[config.mk]
export PLATFORM = sky130hd
export DESIGN_NAME = bram_lsu_port
export DESIGN_NICKNAME = d
export VERILOG_FILES = /design/src/rtl/bram_lsu_port.sv
export SDC_FILE = /design/constraint.sdc
export NUM_CORES = 1
export LEC_CHECK = 0
export CORE_UTILIZATION = 45
export CTS_CLUSTER_SIZE = 14
export DETAILED_ROUTE_END_ITERATION = 7
export PLACE_DENSITY = 0.83
export SYNTH_ARGS = -nofsm -noshare
export SYNTH_HDL_FRONTEND = slang
export SYNTH_SLANG_ARGS = --single-unit
[constraint.sdc]
create_clock -name clk -period 2.6 [get_ports clk]
set_input_delay 0.52 -clock clk [delete_from_list [all_inputs] [get_ports clk]]
set_output_delay 0.52 -clock clk [all_outputs]
set_load 0.02 [all_outputs]
[src/rtl/bram_lsu_port.sv]
// bram_lsu_port: load/store requester for one port of a byte-strobe,
// single-clock BRAM with registered read data. It handles one request at a
// time: accept -> drive the BRAM -> capture and align the read data ->
// respond. Every output is driven from a register.
module bram_lsu_port #(
  parameter int ADDR_WIDTH = 16,
  parameter int DATA_WIDTH = 32
) (
  input  logic                  clk,
  input  logic                  resetb,
  input  logic                  req_valid,
  output logic                  req_ready,
  input  logic                  req_we,
  input  logic [1:0]            req_size,
  input  logic                  req_unsigned,
  input  logic [ADDR_WIDTH-1:0] req_addr,
  input  logic [DATA_WIDTH-1:0] req_wdata,
  output logic                  resp_valid,
  input  logic                  resp_ready,
  output logic [DATA_WIDTH-1:0] resp_rdata,
  output logic                  resp_err,
  output logic [ADDR_WIDTH-3:0] mem_addr,
  output logic [DATA_WIDTH-1:0] mem_din,
  output logic [3:0]            mem_we,
  input  logic [DATA_WIDTH-1:0] mem_dout
);

  typedef enum logic [1:0] {IDLE, ACCESS, DATA, RESP} state_t;

  state_t                state_reg, state_next;
  logic                  req_ready_reg, req_ready_next;
  logic                  resp_valid_reg, resp_valid_next;
  logic [DATA_WIDTH-1:0] resp_rdata_reg, resp_rdata_next;
  logic                  resp_err_reg, resp_err_next;
  logic [ADDR_WIDTH-3:0] mem_addr_reg, mem_addr_next;
  logic [DATA_WIDTH-1:0] mem_din_reg, mem_din_next;
  logic [3:0]            mem_we_reg, mem_we_next;

  // Request attributes captured at accept time, used in the DATA phase.
  logic                  we_reg, we_next;
  logic [1:0]            size_reg, size_next;
  logic                  uns_reg, uns_next;
  logic [1:0]            off_reg, off_next;

  logic                  req_bad;
  logic [3:0]            store_we;
  logic [DATA_WIDTH-1:0] store_din;
  logic [DATA_WIDTH-1:0] rd_shifted;
  logic [DATA_WIDTH-1:0] load_data;

  // Decode legality, byte strobes and lane-replicated data of the request.
  always_comb begin
    req_bad   = (req_size == 2'b11) ||
                ((req_size == 2'b01) && req_addr[0]) ||
                ((req_size == 2'b10) && (req_addr[1:0] != 2'b00));
    store_we  = 4'b0000;
    store_din = '0;
    if (req_we) begin
      case (req_size)
        2'b00: begin
          store_we  = 4'b0001 << req_addr[1:0];
          store_din = {4{req_wdata[7:0]}};
        end
        2'b01: begin
          store_we  = req_addr[1] ? 4'b1100 : 4'b0011;
          store_din = {2{req_wdata[15:0]}};
        end
        2'b10: begin
          store_we  = 4'b1111;
          store_din = req_wdata;
        end
        default: begin
          store_we  = 4'b0000;
          store_din = '0;
        end
      endcase
    end
  end

  // Move the addressed lane(s) down to bit 0 and sign/zero-extend.
  always_comb begin
    rd_shifted = mem_dout >> {off_reg, 3'b000};
    case (size_reg)
      2'b00:   load_data = {{24{~uns_reg & rd_shifted[7]}}, rd_shifted[7:0]};
      2'b01:   load_data = {{16{~uns_reg & rd_shifted[15]}}, rd_shifted[15:0]};
      default: load_data = rd_shifted;
    endcase
  end

  // Next-state and next-output logic; every register holds unless changed.
  always_comb begin
    state_next      = state_reg;
    req_ready_next  = req_ready_reg;
    resp_valid_next = resp_valid_reg;
    resp_rdata_next = resp_rdata_reg;
    resp_err_next   = resp_err_reg;
    mem_addr_next   = mem_addr_reg;
    mem_din_next    = mem_din_reg;
    mem_we_next     = mem_we_reg;
    we_next         = we_reg;
    size_next       = size_reg;
    uns_next        = uns_reg;
    off_next        = off_reg;
    case (state_reg)
      IDLE: begin
        if (req_valid && req_ready_reg) begin
          req_ready_next = 1'b0;
          we_next        = req_we;
          size_next      = req_size;
          uns_next       = req_unsigned;
          off_next       = req_addr[1:0];
          if (req_bad) begin
            // Errors skip the BRAM entirely and respond on the next cycle.
            state_next      = RESP;
            resp_valid_next = 1'b1;
            resp_err_next   = 1'b1;
            resp_rdata_next = '0;
            mem_we_next     = 4'b0000;
          end else begin
            state_next    = ACCESS;
            mem_addr_next = req_addr[ADDR_WIDTH-1:2];
            mem_we_next   = store_we;
            mem_din_next  = store_din;
          end
        end
      end
      ACCESS: begin
        // BRAM samples on this edge; the strobe lasts exactly one cycle.
        mem_we_next = 4'b0000;
        state_next  = DATA;
      end
      DATA: begin
        resp_rdata_next = we_reg ? '0 : load_data;
        resp_err_next   = 1'b0;
        resp_valid_next = 1'b1;
        state_next      = RESP;
      end
      RESP: begin
        if (resp_ready) begin
          resp_valid_next = 1'b0;
          req_ready_next  = 1'b1;
          state_next      = IDLE;
        end
      end
      default: state_next = IDLE;
    endcase
  end

  // State and output registers; reset clears everything immediately.
  always_ff @(posedge clk or negedge resetb) begin
    if (!resetb) begin
      state_reg      <= IDLE;
      req_ready_reg  <= 1'b1;
      resp_valid_reg <= 1'b0;
      resp_rdata_reg <= '0;
      resp_err_reg   <= 1'b0;
      mem_addr_reg   <= '0;
      mem_din_reg    <= '0;
      mem_we_reg     <= 4'b0000;
      we_reg         <= 1'b0;
      size_reg       <= 2'b00;
      uns_reg        <= 1'b0;
      off_reg        <= 2'b00;
    end else begin
      state_reg      <= state_next;
      req_ready_reg  <= req_ready_next;
      resp_valid_reg <= resp_valid_next;
      resp_rdata_reg <= resp_rdata_next;
      resp_err_reg   <= resp_err_next;
      mem_addr_reg   <= mem_addr_next;
      mem_din_reg    <= mem_din_next;
      mem_we_reg     <= mem_we_next;
      we_reg         <= we_next;
      size_reg       <= size_next;
      uns_reg        <= uns_next;
      off_reg        <= off_next;
    end
  end

  assign req_ready  = req_ready_reg;
  assign resp_valid = resp_valid_reg;
  assign resp_rdata = resp_rdata_reg;
  assign resp_err   = resp_err_reg;
  assign mem_addr   = mem_addr_reg;
  assign mem_din    = mem_din_reg;
  assign mem_we     = mem_we_reg;

endmodule

Word-level counts from Yosys, hierarchy flattened
Cells that the tools add are included.
- bits in registers: 93
- latch bits: 0
- bits in writable memories: 0
- memory bits (read-only): 0
- word-level logic and storage cells: 73
- memories: 0
- add/subtract/negate cells: 0
- multipliers: 0
- div/mod/pow operators: 0
- magnitude comparators: 0
- equality and inequality tests: 10
- shifts and indexed selects: 2
- muxes and demuxes: 25
- bitwise operators: 4
- reduce and logical (&&, ||, !) cells: 20
- operators with widths (cell ; number):
    two-way mux 32 bit ; 4
    one-hot mux 32 bit (2 select lines) ; 2
    one-hot mux 32 bit (3 select lines) ; 1
    right shift 32 x 5 -> 32 bit ; 1
    two-way mux 4 bit ; 4
    one-hot mux 4 bit (3 select lines) ; 1
    AND reduction 3 bit ; 3
    equality test 2 bit (second input constant) ; 4
    one-hot mux 2 bit (4 select lines) ; 1
    one-hot mux 4 bit (2 select lines) ; 1
    nonzero test 2 bit ; 4
    equality test 2 x 1 -> 1 bit (second input constant) ; 3
    zero test 2 bit ; 3
    two-way mux 2 bit ; 3
    inequality test 2 bit (second input constant) ; 3
    AND reduction 2 bit ; 3
    two-way mux 1 bit ; 5
    one-hot mux 1 bit (2 select lines) ; 2
    AND reduction 4 bit ; 1
    << shifter 1 x 2 -> 4 bit (first input constant) ; 1
    logical AND 1 bit ; 3
    one-hot mux 1 bit (3 select lines) ; 1
    nonzero test 3 bit ; 1
    AND 1 bit ; 2
    2 further kinds ; 4

Logic depth before layout (Yosys ltp)
Gate-level depths: netlist of run 1.
- depth after elaboration: 7
- depth in mapped cells: 9
- depth with buffers taken out: 6

Worst setup path after synthesis of run 1
No wires, ideal clock.
- kind: reg-to-reg
- start point: register state_reg[0]
- end point: register resp_rdata_reg[11], in the netlist resp_rdata[11]
- data arrival time: 1721 ps
- path slack: 758 ps
- stages on the path, launching flop included: 8
- buffers on the path: 2
- clock period less this slack: 1842 ps
- cell sequence: dfrtp_1 inv_1 ha_1 nand3_2 o32a_1 buf_2 buf_2 a22o_1
- longest elaborated chain between the ends: 3
- elaborated cells on any way between the ends: 7
- those cells by class: eq/ne: 3; mux: 1; reduce/logical: 3
- ends and longest elaborated chain (what ; line ; source):
    start: declaration ; 30 ; state_t state_reg, state_next;
    start signal: assignment ; 165 ; state_reg <= state_next;
    equality test 2 bit or zero test 2 bit (tied branches) ; 104 ; case (state_reg)
    nonzero test 2 bit (no line) or inequality test 2 bit (tied branches) ; n/a ;
    AND reduction 3 bit (no line) ; n/a ;
    end signal: assignment ; 168 ; resp_rdata_reg <= resp_rdata_next;
    end: declaration ; 33 ; logic [DATA_WIDTH-1:0] resp_rdata_reg, resp_rdata_next;
Several ways; a longest one is shown, not always the timed one.
A chain may end at the register's enable or synchronous reset.

Final worst setup path of run 1
- start point: register state_reg[0]
- end point: register mem_we_reg[1], in the netlist mem_we[1]
- longest elaborated chain between the ends: 3
- elaborated cells on any way between the ends: 6
- those cells by class: eq/ne: 2; mux: 1; reduce/logical: 3
- ends and longest elaborated chain (what ; line ; source):
    equality test 2 x 1 -> 1 bit or zero test 2 bit (tied branches) ; 104 ;
    nonzero test 2 bit (no line) or inequality test 2 bit (tied branches) ; n/a ;
    AND reduction 2 bit (no line) ; n/a ;
    end signal: assignment ; 172 ; mem_we_reg <= mem_we_next;
    end: declaration ; 37 ; logic [3:0] mem_we_reg, mem_we_next;
Several ways; a longest one is shown, not always the timed one.

==> results.yml, run 1 <==
route:
  via_count: 4370
  antenna_left: 0
  postRouteWirelength_microns: 13830
  drc: 0
  vias_per_cell: 5.581
  drt_iter0_markers: 216
  wire_per_inst_microns: 17.66
  first_pass_iters: 7
synthesis:
  ys_warn_count: 0
  async_reset_ff_share_pct: 100.0
  synth_fa_ha_area_share_pct: 1.293
  syn_area_per_cell_sq_um: 10.04
  synth_top_family_by_area: "compound AO/OA/AOI/OAI gates"
  netlist_instances: 482
  synth_xor_area_share_pct: 0
  synth_compound_area_share_pct: 21.78
  synth-simple-area-share_pct: 12.93
  syn-num-nets: 575
  seq_area_frac_synth_pct: 48.14
  ys_ff_latch: 93
  synth_cell_types: 43
  synth_area_sq_um: 4837
  synth.mux.area_fraction_pct: 11.67
  yosys_most_used_dff: "dfrtp_1"
  synth_edf_count: 0
clock_network:
  cts_tree: "done"
  path_clk_slew_ns: 0.10
  clk_latency_ns: 0.36
  hold_buffers: 0
  cts_setup_buffers: 0
  clkSinkCount: 93
  htreeDepth: 3
  cts_max_path_buffers: 2
  cts-buffers-inserted: 9
  post_cts_resized: 0
  clockRootBuffer: "clkbuf_8"
final_layout:
  drive_above_1_share_pct: 8.964
  nets: 735
  antenna_cells: 0
  syn2layout_area_growth_pct: 42.27
timing:
  max_slew.worst_pin.slew_ns: 0.6259
  fin_skew_ns: 0.01450
  fin_setup_tns_ns: 0
  report.final.slew_viol_count: 0
  relSlewSlack_pct: 58.28
  hold_viol: 0
  rsz0062_at_grt: "no"
  fmax_mhz: 453.0
  finalCritPeriodShare_pct: 84.90
  setup_viol: 0
  period_needed_ns: 2.207
critical_path:
  r2r_end: "mem_we[1]"
  end_kind: "register"
  setup.worst_path.class: "reg2reg"
  cp.arrival_ns: 2.49
  slowest_delay_ns: 0.46
  timing.rr.start: "state_reg[0]"
  r2r_cells: 6
  path_cells: "inv_1, ha_1, and3_1, o21ai_4, or3b_1, o21ai_1"
  cpMaxStageDelayCell: "or3b_1"
  worst-r2r-setup-slack_ns: 0.39
  crit_fanout: 14
  critPathLaunchType: "register"
  crit_required_ns: 2.89
power:
  switchingPower_mw: 0.6986
  power_density_nw_per_um2: 408.7
  clockPowerShare_pct: 34.2
  finalPower_mw: 2.812
  p_int_mw: 2.114
  power.leakage_nw: 2.865
  power_frac_seq_pct: 52.1
  switching_share_pct: 24.84
  power_frac_comb_pct: 13.6
  ir_drop_mv: 0.2660
grt:
  grt_pass1_vias: 4374
  antenna_found_initial: 0
  grtUsageTotal_pct: 25.44
  grt_pass1_wl_microns: 22210
  grt_start_max_net_pins: 67
  overflow: 0
floorplanning:
  chipWidth_microns: 105.7
  die_area_sq_um: 11170
  ios: 173
  rows: 37
  fp.dieH_microns: 105.7
  start_util_pct: 46.65
  core_sq_um: 10370
place:
  gp_congestion: 0.8590
  portBuffers: 172
  dpl.hpwl_microns: 10220
outcome:
  outcome: "complete, no violations"
flow_run:
  maxCapViolCount: 0
min_path:
  hold_path_class: "in2async"
logic make-up (layout without fill, tap and decap cells):
family                     after synthesis  after routing
adders and majority gates                5              5
DFF                                     93             93
and+or+nand+nor                        132            132
AOI/OAI and AO/OA                      155            155
buffers and inverters                   44            209
muxes                                   53             53
Yosys cell counts (2+ instances only):
library cell | count | area, sq um
a2bb2oi_1 | 8 | 70.07
a32o_1 | 7 | 70.07
o21ai_1 | 13 | 65.06
nor2_1 | 9 | 33.78
nand2_1 | 93 | 349.1
clkbuf_1 | 17 | 63.81
a22o_1 | 11 | 96.34
a22oi_1 | 6 | 45.04
o31ai_1 | 16 | 120.1
nand3b_1 | 9 | 67.56
o21a_1 | 9 | 67.56
buf_2 | 15 | 75.07
a21oi_1 | 7 | 35.03
mux2_2 | 17 | 191.4
nor4b_2 | 2 | 30.03
buf_4 | 3 | 22.52
nor2b_1 | 11 | 68.82
inv_1 | 7 | 26.28
a211o_1 | 7 | 61.31
ha_1 | 5 | 62.56
o21ai_0 | 55 | 275.3
mux2i_1 | 35 | 350.3
a21boi_0 | 8 | 60.06
dfrtp_1 | 92 | 2302
a31oi_1 | 2 | 12.51
metal layers:
| layer | track usage [%] | wire, microns | vias to the layer above |
|---|---|---|---|
| met4 | 8.829 | 235 | 0 |
| met5 | 0 | 0 | - |
| met1 | 32.25 | 5661 | 2107 |
| li1 | - | - | 2039 |
| met2 | 41.32 | 6581 | 205 |
| met3 | 7.607 | 1350 | 19 |
critical path: cells and delay by family, from the launching register on:
| kind | cells | cell delay (ns) |
|---|---|---|
| buffers and inverters | 1 | 0.13 |
| AO/OA/AOI/OAI | 2 | 0.38 |
| flip-flops | 1 | 0.42 |
| AND/OR/NAND/NOR | 2 | 0.86 |
| adder cells (fa/ha/maj) | 1 | 0.34 |
stage by stage:
stage / hold WS (ns) / area, sq um / worst slack (ns) / utilization (%) / cells
after global routing: 0.2070 / 6882 / 0.2247 / 66.36 / 783
final: 0.1594 / 6882 / 0.3926 / 66.36 / 783
after CTS: 0.1816 / 6882 / 0.3730 / 66.36 / 783
after detailed placement: 0.4737 / 6688 / 0.1217 / 64.49 / 767
after floorplan: 0.2244 / 4837 / 0.7584 / - / 482
after global placement: 0.4641 / 6688 / 0.1994 / 64.49 / 767
layout make-up:
type                    instances  area, sq um
fillers                       836         3488
flip-flops and latches         93         2328
multi-input cells             345         2313
repair buffers                186         1849
well taps                     136        170.2
clock buffers                  11        131.4
clock inverters                 5        62.56
inverters                       7        26.28
layout by cell type (no fill, tap or decap), drive strengths merged, types with 2 or more instances in the layout:
cell type and count:
a211o 7, a21boi 9, a21oi 8, a22o 11, a22oi 6, a2bb2oi 8
a31oi 2, a32o 7, buf 15, clkbuf 11, clkdlybuf4s50 171, clkinv 2
clkinvlp 2, dfrtp 92, ha 5, inv 7, mux2 17, mux2i 35
nand2 93, nand3 2, nand3b 10, nor2 9, nor2b 11, nor4b 2
o21a 9, o21ai 69, o31ai 17
worst max path at each step:
stage / start / to / slack (ns)
detailed placement: req_addr[0] / resp_rdata[16] / 0.12
global route: state_reg[0] / mem_we[1] / 0.22
global placement: req_addr[0] / mem_addr[10] / 0.20
finish: state_reg[0] / mem_we[1] / 0.39
floorplan: state_reg[0] / resp_rdata[11] / 0.76
CTS: state_reg[0] / mem_we[1] / 0.37
power groups by stage:
stage	sequential [mW]	clock [mW]	combinational [mW]
2_1_floorplan	1.51	0	0.119
3_3_place_gp	1.49	0	0.377
3_5_place_dp	1.49	0	0.384
4_1_cts	1.47	0.986	0.386
5_1_grt	1.47	1.04	0.417
6_report	1.47	0.963	0.384
(Power assumes the default switching activity.)
==> run 2: changes to the inputs <==
CORE_UTILIZATION = 41   (was 45)
PLACE_DENSITY = 0.8   (was 0.83)
clock period = 1.8 ns   (was 2.6 ns; I/O delays follow)
==> run 2 against run 1 <==
Count of clock-buffer cells in the layout is the same. Clock power grew 110%. Largest cell class is now multi-input gates. Clock skew shrank 0.0046 ns. Critical endpoint is now resp_rdata[8]. Non-clock buffer count grew 31.
==> results.yml, run 2 (synthesis gave the netlist of run 1 again) <==
outcome:
  outcome: "complete, no violations"
final_layout:
  syn2layout_area_growth_pct: 52.17
  final_area_sq_um: 7361
  nets: 766
  drive_above_1_share_pct: 14.16
  mostFrequentLayoutCells: "168 x clkdlybuf4s50_1, 93 x nand2_1, 91 x dfrtp_1, 47 x o21ai_0"
  antenna_cells: 0
  final_util_pct: 64.19
  final_common_cell: "clkdlybuf4s50_1"
floorplanning:
  rows: 39
  fp.dieH_microns: 110.6
  chipWidth_microns: 110.6
  core_sq_um: 11470
  die_area_sq_um: 12240
  ios: 173
  start_util_pct: 42.18
clock_network:
  htreeDepth: 3
  cts_tree: "done"
  clkSinkCount: 93
  clockRootBuffer: "clkbuf_16"
  cts-buffers-inserted: 9
  cts_max_path_buffers: 2
  path_clk_slew_ns: 0.06
  clk_latency_ns: 0.34
critical_path:
  setup.worst_path.class: "reg2reg"
  r2r_cells: 5
  critPathLaunchType: "register"
  timing.rr.start: "off_reg[1]"
  crit_required_ns: 2.03
  cp.arrival_ns: 1.97
  end_kind: "register"
  slowest_delay_ns: 0.52
  r2r_end: "resp_rdata[8]"
  crit_buf_inv: 1
  cp-endpoint: "resp_rdata[8]"
  path_cells: "buf_6, mux4_2, nand3b_1, o21ai_0, a22o_1"
  cpMaxStageDelayCell: "mux4_2"
  crit_start: "off_reg[1]"
  crit_fanout: 8
  worst-r2r-setup-slack_ns: 0.05
  cp.depth: 5
  cp_top_family: "multiplexers"
power:
  switching_share_pct: 22.53
  power_frac_seq_pct: 45.0
  ir_drop_mv: 0.4077
  power.leakage_nw: 3.117
  clockPowerShare_pct: 42.5
  power_frac_comb_pct: 12.4
  power_density_nw_per_um2: 639.2
  finalPower_mw: 4.705
  p_int_mw: 3.645
  switchingPower_mw: 1.060
route:
  postRouteWirelength_microns: 14310
  first_pass_iters: 4
  via_count: 4469
  vias_per_cell: 5.443
  drc: 0
  wire_per_inst_microns: 17.43
  drt_iter0_markers: 242
  antenna_left: 0
flow_run:
  maxCapViolCount: 0
timing:
  fmax_mhz: 572.6
  setup_viol: 0
  report.final.slew_viol_count: 0
  hold_viol: 0
  relSlewSlack_pct: 67.30
  rsz0062_at_grt: "yes"
  fin_skew_ns: 0.009903
  finalCritPeriodShare_pct: 97.03
  max_slew.worst_pin.slew_ns: 0.4906
  period_needed_ns: 1.746
grt:
  grt_start_max_net_pins: 36
  grt_pass1_vias: 4775
  grtUsageTotal_pct: 24.39
  grt_pass1_wl_microns: 23940
  antenna_found_initial: 0
  overflow: 0
place:
  gp_congestion: 0.8548
  portBuffers: 172
  dpl.hpwl_microns: 10910
  dpl_cell_area_sq_um: 6977
min_path:
  hold_path_class: "reg2reg"
## run 2: cell count changes in the layout (fill, tap and decap cells not counted), sizes merged
cell | before | now
dlygate4sd3 | 0 | 1
clkdlybuf4s50 | 171 | 168
dlygate4sd2 | 0 | 3
buf | 15 | 45
clkinvlp | 2 | 1
bufinv | 1 | 2
## run 2: routing by layer
layer	share of wire [%]	track usage, %	up-vias
li1	-	-	2106
met1	39	28.16	2144
met2	50	41.78	193
met3	8.8	7.849	26
met4	2.4	9.689	0
met5	0	0	-
## run 2: what timing repair did
item | CTS | global route
pin swaps | 1 | 1
hold buffers | 1 | 0
endpoints found under the hold margin | 32 | 0
gates resized for setup | 7 | 16
setup endpoints to repair | 29 | 41
buffers inserted | 2 | 1
## run 2: through the flow
step	TNS, ns	cells	hold WS [ns]	setup WS (ns)
global route	-0.2110	821	0.5018	-0.04036
finish	0	821	0.4824	0.05352
detailed placement	-23.00	801	0.3527	-0.5763
global placement	-17.70	801	0.3438	-0.4553
CTS	0	820	0.4838	0.02410
floorplan	0	482	0.06441	0.01780
## run 2: tightest hold or removal path, stage by stage, from the launching register on
cell and delay, ns:
dfrtp_1 0.34, nand2_1 0.04, o21ai_0 0.06
## run 2: area by class of cell
| type | count | area (sq um) |
|---|---|---|
| well taps | 143 | 178.9 |
| multi-input cells | 345 | 2352 |
| repair buffers | 217 | 2163 |
| clock buffers | 11 | 232.7 |
| flip-flops and latches | 93 | 2330 |
| clock inverters | 5 | 77.57 |
| inverters | 7 | 26.28 |
| fillers | 922 | 4106 |
## run 2: power by group through the flow
stage / Clock [mW] / Combinational, mW / Sequential (mW)
floorplan: 0 / 0.172 / 2.18
global placement: 0 / 0.569 / 2.16
detailed placement: 0 / 0.581 / 2.16
CTS: 2.04 / 0.588 / 2.12
global route: 2.12 / 0.636 / 2.12
finish: 2.00 / 0.586 / 2.12
## run 2: worst min-delay path by stage
stage	startpoint	endpoint	slack (ns)	depth (start not counted)
floorplan	resetb	mem_addr[0]	0.06	0
global placement	resetb	resp_rdata[17]	0.34	1
detailed placement	resetb	resp_rdata[17]	0.35	1
CTS	mem_din[19]	mem_din[19]	0.48	2
global route	mem_din[19]	mem_din[19]	0.50	2
finish	mem_din[19]	mem_din[19]	0.48	2
